$ cat src/rtl/seq_multi_pkg.sv
// Shared constants for the sequential shift-add multiplier.
package seq_multi_pkg;

  localparam int unsigned ST_W = 2;

  localparam logic [ST_W-1:0] ST_IDLE = 2'd0;
  localparam logic [ST_W-1:0] ST_BUSY = 2'd1;
  localparam logic [ST_W-1:0] ST_DONE = 2'd2;

  // Row counter width for a given operand width (WIDTH >= 2).
  function automatic int unsigned cnt_width(input int unsigned width);
    return $clog2(width);
  endfunction

endpackage

$ cat src/rtl/seq_multi_if.sv
// Operand/result valid-ready bus of the sequential multiplier.
interface seq_multi_if #(
  parameter int unsigned WIDTH = 4
);

  logic               in_valid;
  logic               in_ready;
  logic [WIDTH-1:0]   A;
  logic [WIDTH-1:0]   B;
  logic               signed_mode;
  logic               out_valid;
  logic               out_ready;
  logic [2*WIDTH-1:0] Mult_out;

  modport master (
    output in_valid, A, B, signed_mode, out_ready,
    input  in_ready, out_valid, Mult_out
  );

  modport slave (
    input  in_valid, A, B, signed_mode, out_ready,
    output in_ready, out_valid, Mult_out
  );

endinterface

$ cat src/rtl/add_nbit.sv
// N-bit ripple-carry adder from fa cells; result is modulo 2^N.
module add_nbit #(
  parameter int unsigned N = 8
) (
  input  logic [N-1:0] a,
  input  logic [N-1:0] b,
  input  logic         cin,
  output logic [N-1:0] sum
);

  logic [N-1:0] carry;

  assign carry[0] = cin;

  for (genvar i = 0; i < N - 1; i++) begin : g_bit
    fa u_fa (
      .a  (a[i]),
      .b  (b[i]),
      .ci (carry[i]),
      .s  (sum[i]),
      .co (carry[i+1])
    );
  end

  // MSB carry-out is discarded, so the top bit needs only the sum term.
  assign sum[N-1] = a[N-1] ^ b[N-1] ^ carry[N-1];

endmodule

$ cat src/rtl/fa.sv
// One-bit full-adder cell.
module fa (
  input  logic a,
  input  logic b,
  input  logic ci,
  output logic s,
  output logic co
);

  assign s  = a ^ b ^ ci;
  assign co = (a & b) | (ci & (a ^ b));

endmodule

$ cat src/rtl/seq_multi_nbit.sv
// Sequential WIDTH x WIDTH multiplier: one partial-product row per clock,
// sign handled as magnitude multiply plus final conditional negation.
module seq_multi_nbit
  import seq_multi_pkg::*;
#(
  parameter int unsigned WIDTH = 4
) (
  input  logic        clk,
  input  logic        rst_n,
  seq_multi_if.slave  bus
);

  localparam int unsigned PW    = 2 * WIDTH;
  localparam int unsigned CNT_W = cnt_width(WIDTH);

  logic [ST_W-1:0]  state_q, state_d;
  logic [CNT_W-1:0] cnt_q, cnt_d;
  logic [WIDTH-1:0] areg_q, areg_d;
  logic [WIDTH-1:0] breg_q, breg_d;
  logic             neg_q, neg_d;
  logic [PW-1:0]    acc_q, acc_d;
  logic [PW-1:0]    mult_q, mult_d;
  logic             in_ready_q, out_valid_q;

  logic [PW-1:0]    row;
  logic [PW-1:0]    row_sum;
  logic [PW-1:0]    fin_in;
  logic [PW-1:0]    fin_sum;
  logic [WIDTH-1:0] a_mag, b_mag;

  // Magnitudes fit in WIDTH unsigned bits, including the most negative value.
  assign a_mag = (bus.signed_mode && bus.A[WIDTH-1]) ? (~bus.A + WIDTH'(1)) : bus.A;
  assign b_mag = (bus.signed_mode && bus.B[WIDTH-1]) ? (~bus.B + WIDTH'(1)) : bus.B;

  assign row = areg_q[cnt_q] ? (PW'(breg_q) << cnt_q) : '0;

  add_nbit #(.N(PW)) u_row_add (
    .a   (acc_q),
    .b   (row),
    .cin (1'b0),
    .sum (row_sum)
  );

  // Two's-complement negation as invert plus one.
  assign fin_in = neg_q ? ~row_sum : row_sum;

  add_nbit #(.N(PW)) u_neg_add (
    .a   (fin_in),
    .b   (PW'(0)),
    .cin (neg_q),
    .sum (fin_sum)
  );

  // Next-state and datapath update.
  always_comb begin
    state_d = state_q;
    cnt_d   = cnt_q;
    areg_d  = areg_q;
    breg_d  = breg_q;
    neg_d   = neg_q;
    acc_d   = acc_q;
    mult_d  = mult_q;
    case (state_q)
      ST_IDLE: begin
        if (bus.in_valid && in_ready_q) begin
          areg_d  = a_mag;
          breg_d  = b_mag;
          neg_d   = bus.signed_mode & (bus.A[WIDTH-1] ^ bus.B[WIDTH-1]);
          cnt_d   = '0;
          acc_d   = '0;
          state_d = ST_BUSY;
        end
      end
      ST_BUSY: begin
        acc_d = row_sum;
        cnt_d = cnt_q + CNT_W'(1);
        if (cnt_q == CNT_W'(WIDTH - 1)) begin
          mult_d  = fin_sum;
          cnt_d   = '0;
          state_d = ST_DONE;
        end
      end
      ST_DONE: begin
        if (bus.out_ready) state_d = ST_IDLE;
      end
      default: state_d = ST_IDLE;
    endcase
  end

  always_ff @(posedge clk or negedge rst_n) begin
    if (!rst_n) begin
      state_q     <= ST_IDLE;
      cnt_q       <= '0;
      areg_q      <= '0;
      breg_q      <= '0;
      neg_q       <= 1'b0;
      acc_q       <= '0;
      mult_q      <= '0;
      in_ready_q  <= 1'b1;
      out_valid_q <= 1'b0;
    end else begin
      state_q     <= state_d;
      cnt_q       <= cnt_d;
      areg_q      <= areg_d;
      breg_q      <= breg_d;
      neg_q       <= neg_d;
      acc_q       <= acc_d;
      mult_q      <= mult_d;
      in_ready_q  <= (state_d == ST_IDLE);
      out_valid_q <= (state_d == ST_DONE);
    end
  end

  assign bus.in_ready  = in_ready_q;
  assign bus.out_valid = out_valid_q;
  assign bus.Mult_out  = mult_q;

endmodule

$ cat src/flat_wrapper.sv
// flat-port wrapper written by rule: the top's interface ports become plain ports
module seq_multi_nbit_flat import seq_multi_pkg::*;
#(
  parameter int unsigned WIDTH = 4
)
  (clk, rst_n, bus_in_valid, bus_A, bus_B, bus_signed_mode, bus_out_ready, bus_in_ready, bus_out_valid, bus_Mult_out);
  seq_multi_if #(.WIDTH(WIDTH)) bus_i ();
  input  logic clk;
  input  logic rst_n;
  input wire logic [$bits(bus_i.in_valid)-1:0] bus_in_valid;
  input wire logic [$bits(bus_i.A)-1:0] bus_A;
  input wire logic [$bits(bus_i.B)-1:0] bus_B;
  input wire logic [$bits(bus_i.signed_mode)-1:0] bus_signed_mode;
  input wire logic [$bits(bus_i.out_ready)-1:0] bus_out_ready;
  output wire logic [$bits(bus_i.in_ready)-1:0] bus_in_ready;
  output wire logic [$bits(bus_i.out_valid)-1:0] bus_out_valid;
  output wire logic [$bits(bus_i.Mult_out)-1:0] bus_Mult_out;
  assign bus_i.in_valid = bus_in_valid;
  assign bus_i.A = bus_A;
  assign bus_i.B = bus_B;
  assign bus_i.signed_mode = bus_signed_mode;
  assign bus_i.out_ready = bus_out_ready;
  assign bus_in_ready = bus_i.in_ready;
  assign bus_out_valid = bus_i.out_valid;
  assign bus_Mult_out = bus_i.Mult_out;
  seq_multi_nbit #(.WIDTH(WIDTH)) u_core (.clk(clk), .rst_n(rst_n), .bus(bus_i));
endmodule
$ cat config.mk
export PLATFORM = sky130hd
export DESIGN_NAME = seq_multi_nbit_flat
export DESIGN_NICKNAME = d
export VERILOG_FILES = /design/src/rtl/seq_multi_pkg.sv /design/src/rtl/seq_multi_if.sv /design/src/rtl/add_nbit.sv /design/src/rtl/fa.sv /design/src/rtl/seq_multi_nbit.sv /design/src/flat_wrapper.sv
export SDC_FILE = /design/constraint.sdc
export NUM_CORES = 1
export LEC_CHECK = 0
export BUFFER_PORTS_ARGS = -buffer_cell sky130_fd_sc_hd__buf_2
export CORE_UTILIZATION = 50
export DETAILED_ROUTE_END_ITERATION = 10
export PLACE_DENSITY = 0.76
export SLEW_MARGIN = 20
export SYNTH_ARGS = -nofsm -noshare
export SYNTH_HDL_FRONTEND = slang
export SYNTH_SLANG_ARGS = --single-unit
$ cat constraint.sdc
create_clock -name clk -period 7.69 [get_ports clk]
set_input_delay 1.1535 -clock clk [delete_from_list [all_inputs] [get_ports clk]]
set_output_delay 1.1535 -clock clk [all_outputs]
set_load 0.005 [all_outputs]
==> qor.yml, run 1 <==
outcome: "finished clean"
min-delay-path-class: "reg2reg"
worstSetupStartpointType: "flip-flop"
post_route_cells_drive_above_1_share_pct: 19.4
placement_rows: 21
synth_nets: 205
critical-path-top-cell-by-count: "sky130_fd_sc_hd__fa_1"
postCtsHoldBufs: 0
fp.dieArea_um2: 3920
portBuffers: 22
synthesis.instances: 175
synth_most_common_cell: "sky130_fd_sc_hd__dfrtp_1"
yosys.cell_types.count: 33
ys.flop_type: "sky130_fd_sc_hd__dfrtp_1"
critical-path-slowest-cell: "sky130_fd_sc_hd__dfrtp_1"
area_added_between_synthesis_and_finish_pct: 8.38
cell_by_cell_listing_of_the_critical_path: "nor4bb_1 > ha_1 > inv_1 > fa_1 > fa_1 > fa_1 > fa_1 > inv_1 > fa_1 > xor2_1 > ha_1 > ha_1 > xor2_1 > xnor2_1 > o21ai_0"
drc: 0
detail_route.vias_per_cell: 5.26
setup_viol: 0
finalCritPeriodShare_pct: 56.5
cts_made_buffers: 5
detail_route.wirelength.met1_um: 1410
power_per_cell_area_nw_per_um2: 363
cts.repair.resized: 0
setup.worst_path.class: "reg2reg"
num-fill-cells: 302
worstPathRequired_ps: 7900
placed_cells: 234
place_congestion: 0.856
synth.top_cells.by_count: "sky130_fd_sc_hd__dfrtp_1, sky130_fd_sc_hd__nand2_1, sky130_fd_sc_hd__o21ai_0"
antenna-diode-count: 0
fin_setup_tns_ps: 0
clock_skew_ps: 13.1
drt-initial-drc-count: 42
detail_route.wl_per_cell_um: 12.9
synthesis.yosys.warnings: 0
final-max-slew-violation-count: 0
globalRouteOverflowTotal: 0
post_synth_arst_share_pct: 100
top_layer: "met4"
io-pin-count: 23
max-clock-path-buffers: 2
grt_max_degree: 32
post_place_worst_slack_ps: 3370
tritoncts_num_sinks: 31
max_stage_delay_ps: 550
clk_latency_ps: 330
finish.net_count: 225
timing.critical_path.arrival_ps: 4550
cp_max_fo: 14
antenna_violating_nets_post_route: 0
globalRouteTotalUtil_pct: 18.6
seq_area_frac_synth_pct: 42.3
timing_worst_slew_pin_value_ps: 1030
dieWidth_um: 62.6
clk_transition_reported_paths_ps: 90
initial_core_util_pct: 53.7
stdcell_count: 242
dr_total_vias: 1273
static-leakage-power_uw: 0.000958
timing.critical_path.buf_inv: 2
met2WireLength_um: 1560
setup.worst_path.end_class: "flip-flop"
post_synth.cell_area_avg_um2: 10.5
grt_pass1_vias: 1285
ys_ff_latch: 31
worst_ir_drop_vdd_uv: 177
synth_largest_type_area_fraction_pct: 40.9
cts_tree: "yes"
final_hold_violation_count: 0
grt_setup_unrepaired: "false"
minimum_setup_slack_in_the_final_design_ps: 3340
post_synthesis_instance_area_um2: 1840
dieHeight_um: 62.6
met3WireLength_um: 107
fmaxAchievable_mhz: 230
synth_area_leaders: "sky130_fd_sc_hd__dfrtp_1, sky130_fd_sc_hd__ha_1, sky130_fd_sc_hd__fa_1"
cts_setup_buffers: 0
dr.pass1.iters: 4
dp_hpwl_um: 2420
grt_antenna_before_repair: 0
synth_enable_flop_cells: 0
cell_class_contributing_the_biggest_share_of_worst_path_delay: "adder cells"
routed_wirelength_um: 3110
worst_hold_margin_ps: 485
h-tree-depth: 2
grt_pass1_wl_um: 5620
clock_tree.root_cell: "sky130_fd_sc_hd__clkbuf_4"
synth_area_leader_cell: "sky130_fd_sc_hd__dfrtp_1"
final.min_clock_period_ps: 4350
tightest_slew_margin_relative_to_the_limit_pct: 31.1
cap_violations: 0
core_region_area_um2: 3420
layer usage:
metal	global-route usage, %	vias up
met5	0	-
met4	6.10	0
li1	-	635
met2	31.9	18
met1	23.0	614
met3	4.38	6
per-stage QoR:
stage                     util (%)  power, uW  instance area, um2
after CTS                     58.2        733                1990
after global routing          58.2        796                1990
final                         58.2        722                1990
after detailed placement      56.8        647                1940
after floorplan                  -        561                1840
after global placement        56.8        620                1940
state kept, by name (all words and copies together), names as in the netlist:
| name | count |
|---|---|
| u_core.bus.Mult_out | 8 |
| u_core.breg_q | 4 |
| u_core.areg_q | 4 |
| u_core.bus.in_ready | 1 |
| u_core.cnt_q | 2 |
| u_core.acc_q | 8 |
| u_core.neg_q | 1 |
| u_core.bus.out_valid | 1 |
| u_core.state_q | 2 |
power by group:
group	internal [uW]	switching, uW
logic	164	166
clock network	36.4	49.7
registers	233	72.6
kinds of logic (layout without fill, tap and decap cells):
family | after synthesis | after routing | share of synthesized area (%)
AND/OR/NAND/NOR | 54 | 54 | 15.3
flip-flops | 31 | 31 | 42.3
AO/OA/AOI/OAI | 27 | 27 | 8.32
buffers and inverters | 22 | 43 | 6.07
adder cells (fa/ha/maj) | 17 | 17 | 14.0
XOR/XNOR | 13 | 13 | 6.20
multiplexers | 11 | 11 | 7.77
tightest hold or removal path, delay by kind of cell, from the launching register on:
| kind | cells | cell delay [ps] |
|---|---|---|
| AO/OA/AOI/OAI | 1 | 60 |
| flip-flops | 1 | 350 |
| AND/OR/NAND/NOR | 1 | 40 |
path summary, 6_finish.rpt:
check | slack (ps) | start | depth (start not counted) | end
max in group asynchronous | 6410 | rst_n | 1 | u_core.state_q[1]
hold reg to reg | 480 | u_core.bus.Mult_out[7] | 2 | u_core.bus.Mult_out[7]
setup reg to reg | 3340 | u_core.cnt_q[0] | 15 | u_core.bus.Mult_out[7]
setup / recovery | 3340 | u_core.cnt_q[0] | 15 | u_core.bus.Mult_out[7]
min in group asynchronous | 840 | rst_n | 1 | u_core.bus.Mult_out[0]
hold / removal | 480 | u_core.bus.Mult_out[7] | 2 | u_core.bus.Mult_out[7]
area by class of cell:
type / instances / area (um2) / area share (%)
Tap cell: 46 / 57.6 / 2.89
Inverter: 13 / 48.8 / 2.45
Timing Repair Buffer: 22 / 110 / 5.53
Clock buffer: 8 / 48.8 / 2.45
Multi-Input combinational cell: 122 / 947 / 47.6
Sequential cell: 31 / 777 / 39.1
layout by cell type, fill, tap and decap left out, types with 3 or more instances in the layout:
master                      n
sky130_fd_sc_hd__clkbuf_1   3
sky130_fd_sc_hd__nand3_1   14
sky130_fd_sc_hd__o21ai_0   16
sky130_fd_sc_hd__o21ai_1    4
sky130_fd_sc_hd__buf_2     22
sky130_fd_sc_hd__o31ai_1    3
sky130_fd_sc_hd__nand2_1   25
sky130_fd_sc_hd__nand3b_1   3
sky130_fd_sc_hd__xor2_1     6
sky130_fd_sc_hd__dfrtp_1   30
sky130_fd_sc_hd__inv_1     13
sky130_fd_sc_hd__fa_1       6
sky130_fd_sc_hd__mux2i_1    3
sky130_fd_sc_hd__ha_1      11
sky130_fd_sc_hd__xnor2_1    7
sky130_fd_sc_hd__nand2b_1   3
sky130_fd_sc_hd__mux2_2     6
sky130_fd_sc_hd__clkbuf_4   5
(Power assumes the default switching activity.)
==> inputs of run 2 (changes only) <==
- clock period: 7.69 -> 4.2 ns (I/O delays scaled with it)
==> run 2 against run 1 <==
Net effect: clock power grew 97%; clock skew shrank 3.2 ps; sequential cell count is the same; combinational power grew 100%; critical path depth grew 1; fmax grew 8.2%; final cell count grew 1.2%; via count grew 3.3%; worst hold slack lost 170 ps; utilization grew 1.8 points; cell area grew 3.1%; highest routed layer unchanged.
==> qor.yml, run 2 (same netlist as run 1, synthesis figures left out) <==
outcome: "finished clean"
dr.pass1.iters: 4  # unchanged
area_added_between_synthesis_and_finish_pct: 11.7
globalRouteTotalUtil_pct: 20.3  # +1.7 points
fin_setup_tns_ps: 0  # unchanged
grt_setup_unrepaired: "true"
setup_viol: 0  # unchanged
cp_max_fo: 2  # -12
antenna-diode-count: 0  # unchanged
core_region_area_um2: 3420  # unchanged
finalCritPeriodShare_pct: 95.6  # +39 points
fmaxAchievable_mhz: 249  # +8.2%
place_congestion: 0.810  # -5.5%
dieHeight_um: 62.6  # unchanged
detail_route.vias_per_cell: 5.37  # +2.0%
dp_hpwl_um: 2510  # +3.7%
rr_worst_depth: 16  # +1
drc: 0  # unchanged
grt_pass1_vias: 1365  # +6.2%
switching_share_pct: 40.3  # +0.35 points
post_route_cells_drive_above_1_share_pct: 25.1  # +5.7 points
final_util_pct: 60.0  # +1.8 points
grt_pass1_wl_um: 6050  # +7.7%
dieWidth_um: 62.6  # unchanged
timing.rr.start: "u_core.cnt_q[0]"
static-leakage-power_uw: 0.000978  # +2.0%
cts_made_buffers: 5  # unchanged
total_switching_power_uw: 556  # +92%
clock_skew_ps: 9.84  # -3.21 ps
max-clock-path-buffers: 2  # unchanged
critical-path-slowest-cell: "sky130_fd_sc_hd__fa_1"
min-delay-path-class: "in2async"
placement_rows: 21  # unchanged
mostFrequentLayoutCell: "sky130_fd_sc_hd__dfrtp_1"
drt-initial-drc-count: 52  # +24%
final_hold_violation_count: 0  # unchanged
setup.worst_path.end_class: "flip-flop"
tritoncts_num_sinks: 31  # unchanged
routed_wirelength_um: 3370  # +8.1%
sequentialPowerShare_pct: 39.2  # -3.2 points
finish.net_count: 228  # +1.3%
antenna_violating_nets_post_route: 0  # unchanged
cap_violations: 0  # unchanged
critical-path-top-cell-by-count: "sky130_fd_sc_hd__fa_2"
power_per_cell_area_nw_per_um2: 672  # +85%
worst-r2r-setup-slack_ps: 180  # -3160 ps
clk_latency_ps: 340  # about the same
portBuffers: 22  # unchanged
timing.critical_path.buf_inv: 3  # +1
worst_ir_drop_vdd_uv: 404  # +130%
globalRouteOverflowTotal: 0  # unchanged
setup.worst_path.class: "reg2reg"
dr_total_vias: 1315  # +3.3%
comb_power_share_pct: 48.5  # +2.8 points
timing_worst_slew_pin_value_ps: 1050  # +22.3 ps
cell_by_cell_listing_of_the_critical_path: "nor4bb_4 > ha_2 > inv_1 > fa_2 > fa_2 > fa_2 > fa_2 > inv_1 > fa_1 > inv_1 > fa_1 > xnor2_1 > ha_2 > xor2_2 > xnor2_1 > o21ai_1"
final_cell_mix: "sky130_fd_sc_hd__dfrtp_1, sky130_fd_sc_hd__nand2_1, sky130_fd_sc_hd__buf_2"
cts_tree: "yes"
worstSetupStartpointType: "flip-flop"
regToRegEndpoint: "u_core.bus.Mult_out[7]"
grt_max_degree: 32  # unchanged
power.internal_uw: 822  # +90%
grt_antenna_before_repair: 0  # unchanged
h-tree-depth: 2  # unchanged
cell_class_contributing_the_biggest_share_of_worst_path_delay: "adder cells"
clk_transition_reported_paths_ps: 100  # about the same
initial_core_util_pct: 53.7  # unchanged
tightest_slew_margin_relative_to_the_limit_pct: 29.6  # -1.5 points
detail_route.wl_per_cell_um: 13.7  # +6.8%
clock_tree.root_cell: "sky130_fd_sc_hd__clkbuf_4"
power.clock.fraction_pct: 12.3  # +0.4 points
final.min_clock_period_ps: 4020  # -331 ps
worstPathRequired_ps: 4430  # -3470 ps
dpl_cell_area_um2: 1960  # +0.77%
timing.critical_path.arrival_ps: 4240  # -310 ps
fp.dieArea_um2: 3920  # unchanged
max_stage_delay_ps: 570  # +20 ps
post-route-cell-area_um2: 2050  # +3.1%
final-max-slew-violation-count: 0  # unchanged
io-pin-count: 23  # unchanged
-- run 2: changes by cell type in the layout (fill, tap and decap cells not counted), sizes merged --
cell	previous run	this run
clkbuf	8	7
buf	22	25
clkinv	0	1
-- run 2: metal layers --
metal  share of wire (%)  GRT usage [%]  up-vias
li1                    -              -      639
met1                  41           24.4      639
met2                  52           34.4       31
met3                 5.1           5.47        6
met4                 1.9           7.85        0
met5                   0              0        -
-- run 2: power groups by stage --
stage	Clock, uW	Sequential (uW)	Combinational [uW]
final	170	540	668
after global placement	0	530	619
after global routing	190	563	770
after detailed placement	0	540	654
after CTS	174	534	655
after floorplan	0	513	515
-- run 2: how the worst max path moves through the flow --
stage                           startpoint                endpoint  depth (start not counted)
after floorplan            u_core.cnt_q[0]  u_core.bus.Mult_out[7]                         17
after global placement    u_core.areg_q[0]  u_core.bus.Mult_out[7]                         15
after detailed placement   u_core.cnt_q[1]  u_core.bus.Mult_out[7]                         15
after CTS                  u_core.cnt_q[1]  u_core.bus.Mult_out[7]                         15
after global routing       u_core.cnt_q[0]  u_core.bus.Mult_out[7]                         16
final                      u_core.cnt_q[0]  u_core.bus.Mult_out[7]                         16
-- run 2: repair_timing --
action	CTS	global route
setup buffers	0	1
hold buffers	0	0
gates resized for setup	0	10
setup endpoints to repair	0	2
-- run 2: area by class of cell --
class	instances	area, um2
flip-flops and latches	31	777
inverters	13	48.8
clock buffers	7	45.0
fillers	296	1370
well taps	46	57.6
multi-input cells	122	985
clock inverters	1	5.00
repair buffers	25	133
-- run 2: stage by stage --
step	cells	hold slack (ps)	total power, uW	worst slack (ps)
after global routing	245	360	1520	-37.2
after detailed placement	236	475	1190	61.4
after global placement	236	460	1150	226
after floorplan	175	334	1030	123
final	245	313	1380	184
after CTS	244	328	1360	46.4
==> inputs of run 3 (changes only) <==
--- a/config.mk
+++ b/config.mk
@@ -8,5 +8,5 @@
 export BUFFER_PORTS_ARGS = -buffer_cell sky130_fd_sc_hd__buf_2
-export CORE_UTILIZATION = 50
+export CORE_UTILIZATION = 32
 export DETAILED_ROUTE_END_ITERATION = 10
-export PLACE_DENSITY = 0.76
+export PLACE_DENSITY = 0.55
 export SLEW_MARGIN = 20
--- a/constraint.sdc
+++ b/constraint.sdc
@@ -3,2 +3,2 @@
 set_output_delay 0.63 -clock clk [all_outputs]
-set_load 0.005 [all_outputs]
+set_load 0.01 [all_outputs]
==> run 3 against run 2 <==
Net effect: cell area increased by 4.6%; power up 11%; sequential share of layout area is 1.7 points lower; worst hold slack better by 82 ps; register-to-register slack improved by 30 ps; combinational power rose by 3%; critical path depth down 1; first-iteration DRC count shrank 42%; sequential power is 0.7% lower; largest power group unchanged; highest routed layer unchanged.
==> qor.yml, run 3 (same netlist as run 1, synthesis figures left out) <==
grt_pass1_wl_um: 5700  # -5.8%
clk_latency_ps: 280  # -60 ps
detail_route.wl_per_cell_um: 12.5  # -9.3%
critical-path-top-cell-by-count: "sky130_fd_sc_hd__fa_1"
setup.worst_path.end_class: "flip-flop"
cell_by_cell_listing_of_the_critical_path: "nor4bb_2 > ha_2 > inv_1 > fa_2 > fa_2 > fa_1 > fa_1 > inv_1 > fa_1 > xor2_1 > ha_2 > ha_1 > xor2_1 > xnor2_1 > o21ai_0"
worstSetupStartpointType: "flip-flop"
finish.net_count: 230  # +0.88%
dr.pass1.iters: 4  # unchanged
static-leakage-power_uw: 0.00101  # +3.8%
core_region_area_um2: 5510  # +61%
fmaxAchievable_mhz: 251  # +0.87%
grt_pass1_vias: 1198  # -12%
clock_skew_ps: 5.19  # -4.65 ps
min-delay-path-class: "in2async"
cts_tree: "yes"
fin_setup_tns_ps: 0  # unchanged
max_stage_delay_ps: 450  # -120 ps
critical-path-slowest-cell: "sky130_fd_sc_hd__fa_1"
drc: 0  # unchanged
timing_worst_slew_pin_value_ps: 695  # -355 ps
cts_made_buffers: 5  # unchanged
area_added_between_synthesis_and_finish_pct: 16.8
routed_wirelength_um: 3400  # +1.0%
globalRouteOverflowTotal: 0  # unchanged
worstPathRequired_ps: 4400  # -30 ps
placed_cells: 264  # +12%
worst_ir_drop_vdd_uv: 325  # -20%
place_congestion: 0.739  # -8.7%
timing.critical_path.buf_inv: 2  # -1
h-tree-depth: 2  # unchanged
max-clock-path-buffers: 2  # unchanged
placement_rows: 27  # +29%
clk_transition_reported_paths_ps: 70  # -30 ps
timing.critical_path.arrival_ps: 4180  # -60 ps
post_route_cells_drive_above_1_share_pct: 25.4  # +0.25 points
globalRouteTotalUtil_pct: 12.2  # -8.1 points
stdcell_count: 273  # +11%
finalCritPeriodShare_pct: 94.8  # -0.83 points
cell_class_contributing_the_biggest_share_of_worst_path_delay: "adder cells"
detail_route.vias_per_cell: 4.75  # -12%
antenna-diode-count: 0  # unchanged
cap_violations: 0  # unchanged
clock_tree.root_cell: "sky130_fd_sc_hd__clkbuf_8"
final_cell_mix: "sky130_fd_sc_hd__dfrtp_1, sky130_fd_sc_hd__nand2_1, sky130_fd_sc_hd__buf_2"
dieHeight_um: 77.7  # +24%
antenna_violating_nets_post_route: 0  # unchanged
setup.worst_path.class: "reg2reg"
tritoncts_num_sinks: 31  # unchanged
setup_viol: 0  # unchanged
mostFrequentLayoutCell: "sky130_fd_sc_hd__dfrtp_1"
dp_hpwl_um: 2460  # -1.8%
final_hold_violation_count: 0  # unchanged
power_per_cell_area_nw_per_um2: 711  # +5.8%
io-pin-count: 23  # unchanged
final.min_clock_period_ps: 3980  # -34.7 ps
dr_total_vias: 1296  # -1.4%
grt_antenna_before_repair: 0  # unchanged
drt-initial-drc-count: 30  # -42%
final-max-slew-violation-count: 0  # unchanged
cp_max_fo: 2  # unchanged
postCtsHoldBufs: 0  # unchanged
grt_max_degree: 32  # unchanged
outcome: "finished clean"
dieWidth_um: 77.7  # +24%
tightest_slew_margin_relative_to_the_limit_pct: 53.7  # +24 points
portBuffers: 22  # unchanged
fp.dieArea_um2: 6040  # +54%
initial_core_util_pct: 33.3  # -20 points
## run 3: changes by cell type in the layout (fill, tap and decap cells not counted), sizes merged
cell,change
bufinv,+1
buf,+2
clkbuf,-1
## run 3: worst reg2reg max path: cells and delay by family, from the launching register on
family / cells / cell delay, ps
adder cells (fa/ha/maj): 8 / 2450
XOR/XNOR: 3 / 470
flip-flops: 1 / 400
AND/OR/NAND/NOR: 1 / 310
AO/OA/AOI/OAI: 1 / 140
buffers and inverters: 2 / 130
## run 3: final timing paths
path | start | slack (ps) | to | cells past startpoint
setup / recovery | u_core.cnt_q[1] | 220 | u_core.bus.Mult_out[7] | 15
hold / removal | rst_n | 390 | u_core.bus.Mult_out[2] | 1
setup reg to reg | u_core.cnt_q[1] | 220 | u_core.bus.Mult_out[7] | 15
hold reg to reg | u_core.bus.Mult_out[0] | 480 | u_core.bus.Mult_out[0] | 2
max in group asynchronous | rst_n | 3350 | u_core.breg_q[2] | 1
min in group clk | u_core.bus.Mult_out[0] | 480 | u_core.bus.Mult_out[0] | 2
## run 3: power breakdown
group / switching, uW / internal [uW]
Clock: 112 / 192
Sequential: 107 / 428
Combinational: 355 / 331
## run 3: layout make-up
type	count	area, um2
fill	552	3360
clock buffer	6	82.6
multi-input combinational	122	963
tap	72	90.1
timing repair buffer	27	148
clock inverter	2	35.0
sequential	31	777
inverter	13	48.8
## run 3: per-layer routing
metal | GRT usage, % | routed length (um) | up-vias
met5 | 0 | 0 | -
met2 | 19.3 | 1650 | 13
met3 | 3.65 | 94 | 7
li1 | - | - | 647
met4 | 5.28 | 57 | 0
met1 | 15.4 | 1600 | 629
## run 3: through the flow
| stage | area (um2) | hold slack, ps | total power (uW) | utilization [%] | worst slack (ps) |
|---|---|---|---|---|---|
| after floorplan | 1840 | 334 | 1040 | - | 123 |
| after global placement | 2000 | 463 | 1210 | 36.4 | 214 |
| after detailed placement | 2000 | 470 | 1220 | 36.4 | 133 |
| after CTS | 2120 | 423 | 1530 | 38.5 | 134 |
| after global routing | 2140 | 440 | 1670 | 38.9 | -9.84 |
| final | 2140 | 394 | 1520 | 38.9 | 219 |
## run 3: repair_timing
item / 4_1_cts / 5_1_grt
buffers inserted: 0 / 1
resized for setup: 0 / 6
endpoints found under the setup margin: 0 / 1
